--- src/rtl/fp_mul_pkg.sv ---
`default_nettype none
// ============================================================================
// Module  : fp_mul_pkg
// Brief   : Shared types and constants for the FP32 multiplier front end.
// Revision: 1.0
// ============================================================================
package fp_mul_pkg;

    typedef struct packed {
        logic ovrf;
        logic udrf;
        logic zer;
        logic inf;
        logic nan;
    } fp_flags_t;

    typedef enum logic [2:0] {
        RNE = 3'd0,
        RTZ = 3'd1,
        RDN = 3'd2,
        RUP = 3'd3,
        RMM = 3'd4
    } rmode_e;

    typedef enum logic [1:0] {
        IDLE = 2'd0,
        EXEC = 2'd1,
        RESP = 2'd2
    } arb_state_e;

    localparam logic [31:0] FP32_QNAN    = 32'h7FC0_0000;
    localparam fp_flags_t   C_FLAGS_NAN  = '{ovrf: 1'b0, udrf: 1'b0, zer: 1'b0, inf: 1'b0, nan: 1'b1};

    function automatic logic rm_is_legal(input logic [2:0] rm);
        return rm <= 3'(RMM);
    endfunction

endpackage : fp_mul_pkg
`default_nettype wire

--- src/rtl/rr_arbiter.sv ---
`default_nettype none
// ============================================================================
// Module  : rr_arbiter
// Brief   : Combinational round-robin picker: first request at or after ptr.
// Revision: 1.0
// ============================================================================
module rr_arbiter #(
    parameter int NREQ = 2,
    parameter int IDW  = (NREQ > 1) ? $clog2(NREQ) : 1
) (
    input  logic [NREQ-1:0] req,
    input  logic [IDW-1:0]  ptr,
    output logic [NREQ-1:0] grant,
    output logic [IDW-1:0]  grant_idx
);

    logic           w_found;
    logic [IDW-1:0] w_pos;

    always_comb begin
        grant     = '0;
        grant_idx = '0;
        w_found   = 1'b0;
        w_pos     = '0;
        for (int i = 0; i < NREQ; i++) begin
            // Walk the ring starting at ptr, wrapping past NREQ-1.
            w_pos = IDW'((int'(ptr) + i) % NREQ);
            if (!w_found && req[w_pos]) begin
                grant[w_pos] = 1'b1;
                grant_idx    = w_pos;
                w_found      = 1'b1;
            end
        end
    end

endmodule : rr_arbiter
`default_nettype wire

--- src/rtl/fp_mul_arbiter.sv ---
`default_nettype none
// ============================================================================
// Module  : fp_mul_arbiter
// Brief   : Shares one combinational FP32 multiplier among NREQ requesters.
// Revision: 1.0
// ============================================================================
module fp_mul_arbiter
    import fp_mul_pkg::*;
#(
    parameter int NREQ = 2,
    parameter int IDW  = (NREQ > 1) ? $clog2(NREQ) : 1
) (
    input  logic                clk,
    input  logic                rst,
    input  logic [NREQ-1:0]     req_valid,
    output logic [NREQ-1:0]     req_ready,
    input  logic [NREQ*32-1:0]  req_x,
    input  logic [NREQ*32-1:0]  req_y,
    input  logic [NREQ*3-1:0]   req_rm,
    output logic [31:0]         mul_x,
    output logic [31:0]         mul_y,
    output logic [2:0]          mul_rmode,
    input  logic [31:0]         mul_z,
    input  logic [4:0]          mul_flags,
    output logic                rsp_valid,
    input  logic                rsp_ready,
    output logic [31:0]         rsp_z,
    output logic [4:0]          rsp_flags,
    output logic [IDW-1:0]      rsp_id,
    output logic                busy
);

    arb_state_e      r_state;
    arb_state_e      w_state_next;
    logic [IDW-1:0]  r_rr_ptr;
    logic [NREQ-1:0] w_req;
    logic [NREQ-1:0] w_grant;
    logic [IDW-1:0]  w_grant_idx;
    logic [31:0]     w_sel_x;
    logic [31:0]     w_sel_y;
    logic [2:0]      w_sel_rm;
    logic [31:0]     r_mul_x;
    logic [31:0]     r_mul_y;
    logic [2:0]      r_mul_rmode;
    logic [31:0]     r_rsp_z;
    logic [4:0]      r_rsp_flags;
    logic [IDW-1:0]  r_rsp_id;

    // Requests are only visible to the arbiter while idle.
    assign w_req = (r_state == IDLE) ? req_valid : '0;

    rr_arbiter #(
        .NREQ (NREQ),
        .IDW  (IDW)
    ) u_rr_arbiter (
        .req       (w_req),
        .ptr       (r_rr_ptr),
        .grant     (w_grant),
        .grant_idx (w_grant_idx)
    );

    always_comb begin
        w_sel_x  = '0;
        w_sel_y  = '0;
        w_sel_rm = '0;
        for (int i = 0; i < NREQ; i++) begin
            if (w_grant[i]) begin
                w_sel_x  = req_x[32*i +: 32];
                w_sel_y  = req_y[32*i +: 32];
                w_sel_rm = req_rm[3*i +: 3];
            end
        end
    end

    always_ff @(posedge clk) begin
        if (rst) begin
            r_state <= IDLE;
        end else begin
            r_state <= w_state_next;
        end
    end

    always_comb begin
        w_state_next = r_state;
        case (r_state)
            IDLE:    if (|w_grant) w_state_next = EXEC;
            EXEC:    w_state_next = RESP;
            RESP:    if (rsp_ready) w_state_next = IDLE;
            default: w_state_next = IDLE;
        endcase
    end

    always_ff @(posedge clk) begin
        if (rst) begin
            r_rr_ptr    <= '0;
            r_mul_x     <= '0;
            r_mul_y     <= '0;
            r_mul_rmode <= '0;
            r_rsp_z     <= '0;
            r_rsp_flags <= '0;
            r_rsp_id    <= '0;
        end else begin
            case (r_state)
                IDLE: begin
                    if (|w_grant) begin
                        r_mul_x     <= w_sel_x;
                        r_mul_y     <= w_sel_y;
                        r_mul_rmode <= w_sel_rm;
                        r_rsp_id    <= w_grant_idx;
                        r_rr_ptr    <= (w_grant_idx == IDW'(NREQ - 1)) ? '0
                                                                        : w_grant_idx + IDW'(1);
                    end
                end
                EXEC: begin
                    // Unsupported rounding modes bypass the multiplier result.
                    if (rm_is_legal(r_mul_rmode)) begin
                        r_rsp_z     <= mul_z;
                        r_rsp_flags <= mul_flags;
                    end else begin
                        r_rsp_z     <= FP32_QNAN;
                        r_rsp_flags <= C_FLAGS_NAN;
                    end
                end
                default: ;
            endcase
        end
    end

    assign req_ready = w_grant;
    assign mul_x     = r_mul_x;
    assign mul_y     = r_mul_y;
    assign mul_rmode = r_mul_rmode;
    assign rsp_valid = (r_state == RESP);
    assign rsp_z     = r_rsp_z;
    assign rsp_flags = r_rsp_flags;
    assign rsp_id    = r_rsp_id;
    assign busy      = (r_state != IDLE);

endmodule : fp_mul_arbiter
`default_nettype wire

--- config.mk ---
export PLATFORM = sky130hd
export DESIGN_NAME = fp_mul_arbiter
export DESIGN_NICKNAME = d
export VERILOG_FILES = /design/src/rtl/fp_mul_pkg.sv /design/src/rtl/rr_arbiter.sv /design/src/rtl/fp_mul_arbiter.sv
export SDC_FILE = /design/constraint.sdc
export NUM_CORES = 1
export LEC_CHECK = 0
export ABC_AREA = 1
export CAP_MARGIN = 20
export CORE_MARGIN = 3
export CORE_UTILIZATION = 39
export DETAILED_ROUTE_END_ITERATION = 8
export PLACE_DENSITY_LB_ADDON = 0.08
export RECOVER_POWER = 100
export SETUP_SLACK_MARGIN = 0.15
export SYNTH_ARGS = -nofsm -noshare
export SYNTH_HDL_FRONTEND = slang
export SYNTH_SLANG_ARGS = --single-unit
--- constraint.sdc ---
create_clock -name clk -period 1.7 [get_ports clk]
set_clock_uncertainty 0.05 [all_clocks]
set_input_delay 0.255 -clock clk [delete_from_list [all_inputs] [get_ports clk]]
set_output_delay 0.255 -clock clk [all_outputs]
set_load 0.05 [all_outputs]
==> results by group, run 1 <==
Timing
  • Final TNS setup: 0 ps
  • Tcrit/Tclk final: 0.935
  • RSZ-0062 raised after global routing: yes
  • Fin Hold WS: approximately 360 ps
  • Final WS setup: 110 ps
  • Worst slew pin tran: ~680 ps
  • Crit path time final: between 1500 and 2000 ps
  • Highest Clock Rate: 629 MHz
  • Fin. Hold Viols: 0
  • Final setup viols: 0
  • Worst rel slew slack: 0.551
  • Number of max-slew violations in the final report: 0

Setup path
  • Launching point of the worst reg2reg path: r_state[0]
  • Required time of the critical path: between 1000 and 1500 ps
  • Worst reg2reg path depth: 8
  • Crit-path slowest cell: dfxtp_1
  • Critical path's largest stage delay: 340 ps
  • Bufs and invs on worst path: 3
  • Top delay family on crit path: buffers and inverters
  • Crit Path Category: flop to output pin
  • Critical path endpoint category: output pin
  • Worst-path cell chain: nor2_4 > buf_6 > nand3_4 > inv_2 > buf_4
  • Startpoint Class: flop
  • Endpoint of the worst-slack reg-to-reg timing path: mul_y[23]
  • CP Max Fanout: 3
  • R2R setup slack: approximately 150 ps
  • Crit path DAT: 1280 ps

Synthesis
  • Post-synth EDFFs: 0
  • Post-synth cell types: 18
  • Area contributors post-synth: dfxtp_1 (43%), nand4_1 (17%), nand2_1 (16%)
  • Compound-Gate Fraction of Synth Area: 0.0816
  • Adder-Cell Fraction of Synth Area: 0
  • Yosys top cell area share: 0.430
  • Ys Warns: 0
  • Synth area leader: dfxtp_1
  • Synthesis-stage register bit count: approximately 110
  • Multiplexer area fraction after synthesis: 0
  • Count leader, synth: nand2_1
  • Seq/Total Area, Yosys: 0.430
  • Syn_nets: around 900
  • Top FF cell, synth: dfxtp_1
  • Post-synthesis xor/xnor area fraction: 0
  • Simple-Gate Fraction of Synth Area: 0.386
  • Main combinational cell family by area after synthesis: simple AND/OR/NAND/NOR gates
  • Cells after synthesis: between 700 and 800
  • Netlist Area Pre-Place: 5030 sq um
  • Syn Area/Cell: roughly 7 sq um
  • Post-synth top cells: nand2_1 (221), nand4_1 (134), dfxtp_1 (108)
  • Asr flop ratio synth: 0

Clock network
  • Reg clk slew, reported paths: approximately 70 ps
  • CTS tree: done
  • Worst skew pair latency: ~350 ps
  • Num Clock Sinks: around 110
  • Clk buf depth: 2
  • Root Driver: clkbuf_16
  • H-tree depth: 3
  • CTS buffer count: 9

Worst hold path
  • Endpoint, Worst Hold: mul_x[26]
  • WHS Path Cells: 5
  • Worst Hold Class: input port to flop
  • Critical hold path startpoint: req_valid[1]

Global route
  • Pin count of the biggest net entering global routing: 73
  • GRT Overall Usage: 0.253
  • Vias in the first global route: slightly below 6000
  • Grt ovf: 0
  • First-pass GRT wire length: between 20000 and 30000 microns
  • Initial antenna violation count: 1

Die
  • CORE AREA: about 12000 sq um
  • Die area: between 10000 and 15000 sq um
  • Initial core utilization: 0.409
  • Die W: 120 microns
  • I/O pin count: 285
  • Die Y: roughly 120 microns
  • FP Rows: 40

Placement
  • DP Cell Count: ~1100
  • HPWL Detailed: about 14000 microns
  • Setup WS pre-CTS: around 11 ps
  • Port-buffer cells: roughly 280
  • Final GP Congestion: around 0.85

Route
  • DR top layer: met4
  • DRC violations left: 0
  • M1 wire length: 7350 microns
  • Drt wl/cell: 16.6 microns
  • Routed length on met2: 9330 microns
  • Routed Antenna Nets: 0
  • Starting DRC count in detailed routing: between 400 and 500
  • DR vias: 6118
  • Metal3 WL: around 1800 microns
  • Vias per inst: 5.30
  • TritonRoute pass-1 iters: 5
  • Final WL: 19100 microns

Status
  • Outcome: complete, no violations

Layout
  • Synth-to-Final Area Change: 55.7%
  • Layout cells sized above 1: 0.0812
  • Fin nets: 1156
  • Non-Filler Instances: 1154
  • Util after Layout: 0.636

Power and ir drop
  • VDD IR max: between 600 and 700 uV
  • P per Cell Area: a little under 1000 nW/um^2
  • Pleak: 3.59 nW

Flow run
  • Max-cap violations: 0
power by group:
group	leakage, nW	switching (mW)	internal (mW)
clock network	0.138	0.942	1.19
registers	0.888	0.129	2.77
logic	2.56	1.78	0.873
total	3.59	2.85	4.83
layout make-up:
type                            count  area, sq um
Antenna cell                        1         2.50
Clock buffer                       11          243
Clock inverter                      5         61.3
Fill cell                        1198         4480
Inverter                           49          186
Multi-Input combinational cell    491         2390
Sequential cell                   108         2170
Tap cell                          168          210
Timing Repair Buffer              321         2570
placed cells by master (no fill, tap or decap):
cell	instances
dfxtp_4	1
nand2_2	2
o21ai_4	1
clkinvlp_4	3
dlygate4sd3_1	1
nor2_4	3
clkbuf_1	97
buf_12	8
a21oi_1	40
inv_1	45
bufinv_16	1
buf_4	22
buf_8	2
dfxtp_1	107
inv_4	1
clkbuf_2	13
clkbuf_16	9
o21ai_0	37
clkbuf_8	1
clkdlybuf4s50_1	172
diode_2	1
buf_2	2
nor2_1	12
buf_1	1
inv_2	3
nand3_1	40
nand2_1	219
o21ai_2	1
nand4_1	134
and3_4	1
buf_6	4
clkinv_4	1
nand3_4	1
what timing repair did:
item,4_1_cts,5_1_grt
gates cloned,1,1
pin swaps,2,0
gates resized for setup,13,7
hold buffers,0,0
setup endpoints to repair,7,19
buffers inserted,8,1
metrics by stage:
step | power [mW] | instance area (sq um)
5_1_grt | 8.05 | 7830
6_report | 7.68 | 7830
4_1_cts | 7.95 | 8240
3_3_place_gp | 5.70 | 7820
3_5_place_dp | 5.74 | 7820
2_1_floorplan | 4.62 | 5030
registers in the layout (all words and copies together), names as in the netlist:
name / count
mul_x: 32
mul_y: 32
rsp_z: 32
rsp_flags: 5
mul_rmode: 3
r_state: 2
r_rr_ptr: 1
rsp_id: 1
logic make-up after synthesis:
group | count (synthesis)
buffers and inverters | 121
AND/OR/NAND/NOR | 411
AO/OA/AOI/OAI | 79
flip-flops | 108
tightest hold or removal path, stage by stage:
cell     delay (ps)
buf_2           180
nand4_1         120
nand3_1          70
nand2_1          60
inv_1            30
worst max-delay path by stage:
stage          startpoint           end  slack [ps]  cells after the start
6_report       r_state[0]  req_ready[1]         110                      5
4_1_cts        r_state[1]  req_ready[0]         110                      4
2_1_floorplan  r_state[1]  req_ready[0]         180                      4
3_3_place_gp          rst     mul_y[12]         100                      4
5_1_grt        r_state[0]      mul_x[9]          40                      8
3_5_place_dp          rst     mul_y[13]          10                      4
layer usage:
layer / vias up / GRT usage
li1: 2974 / -
met1: 2829 / 0.283
met5: - / 0
met3: 37 / 0.0910
met4: 0 / 0.0952
met2: 278 / 0.441
Power figures use the tool's default switching activity.
==> run 2, diff against run 1 <==
--- a/config.mk
+++ b/config.mk
@@ -6,6 +6,7 @@
 export NUM_CORES = 1
 export LEC_CHECK = 0
 export ABC_AREA = 1
+export ABC_CLOCK_PERIOD_IN_PS = 1700
 export CAP_MARGIN = 20
 export CORE_MARGIN = 3
 export CORE_UTILIZATION = 39
==> results of run 2 <==
The final DEF is identical to that of run 1; final timing and power are the same.
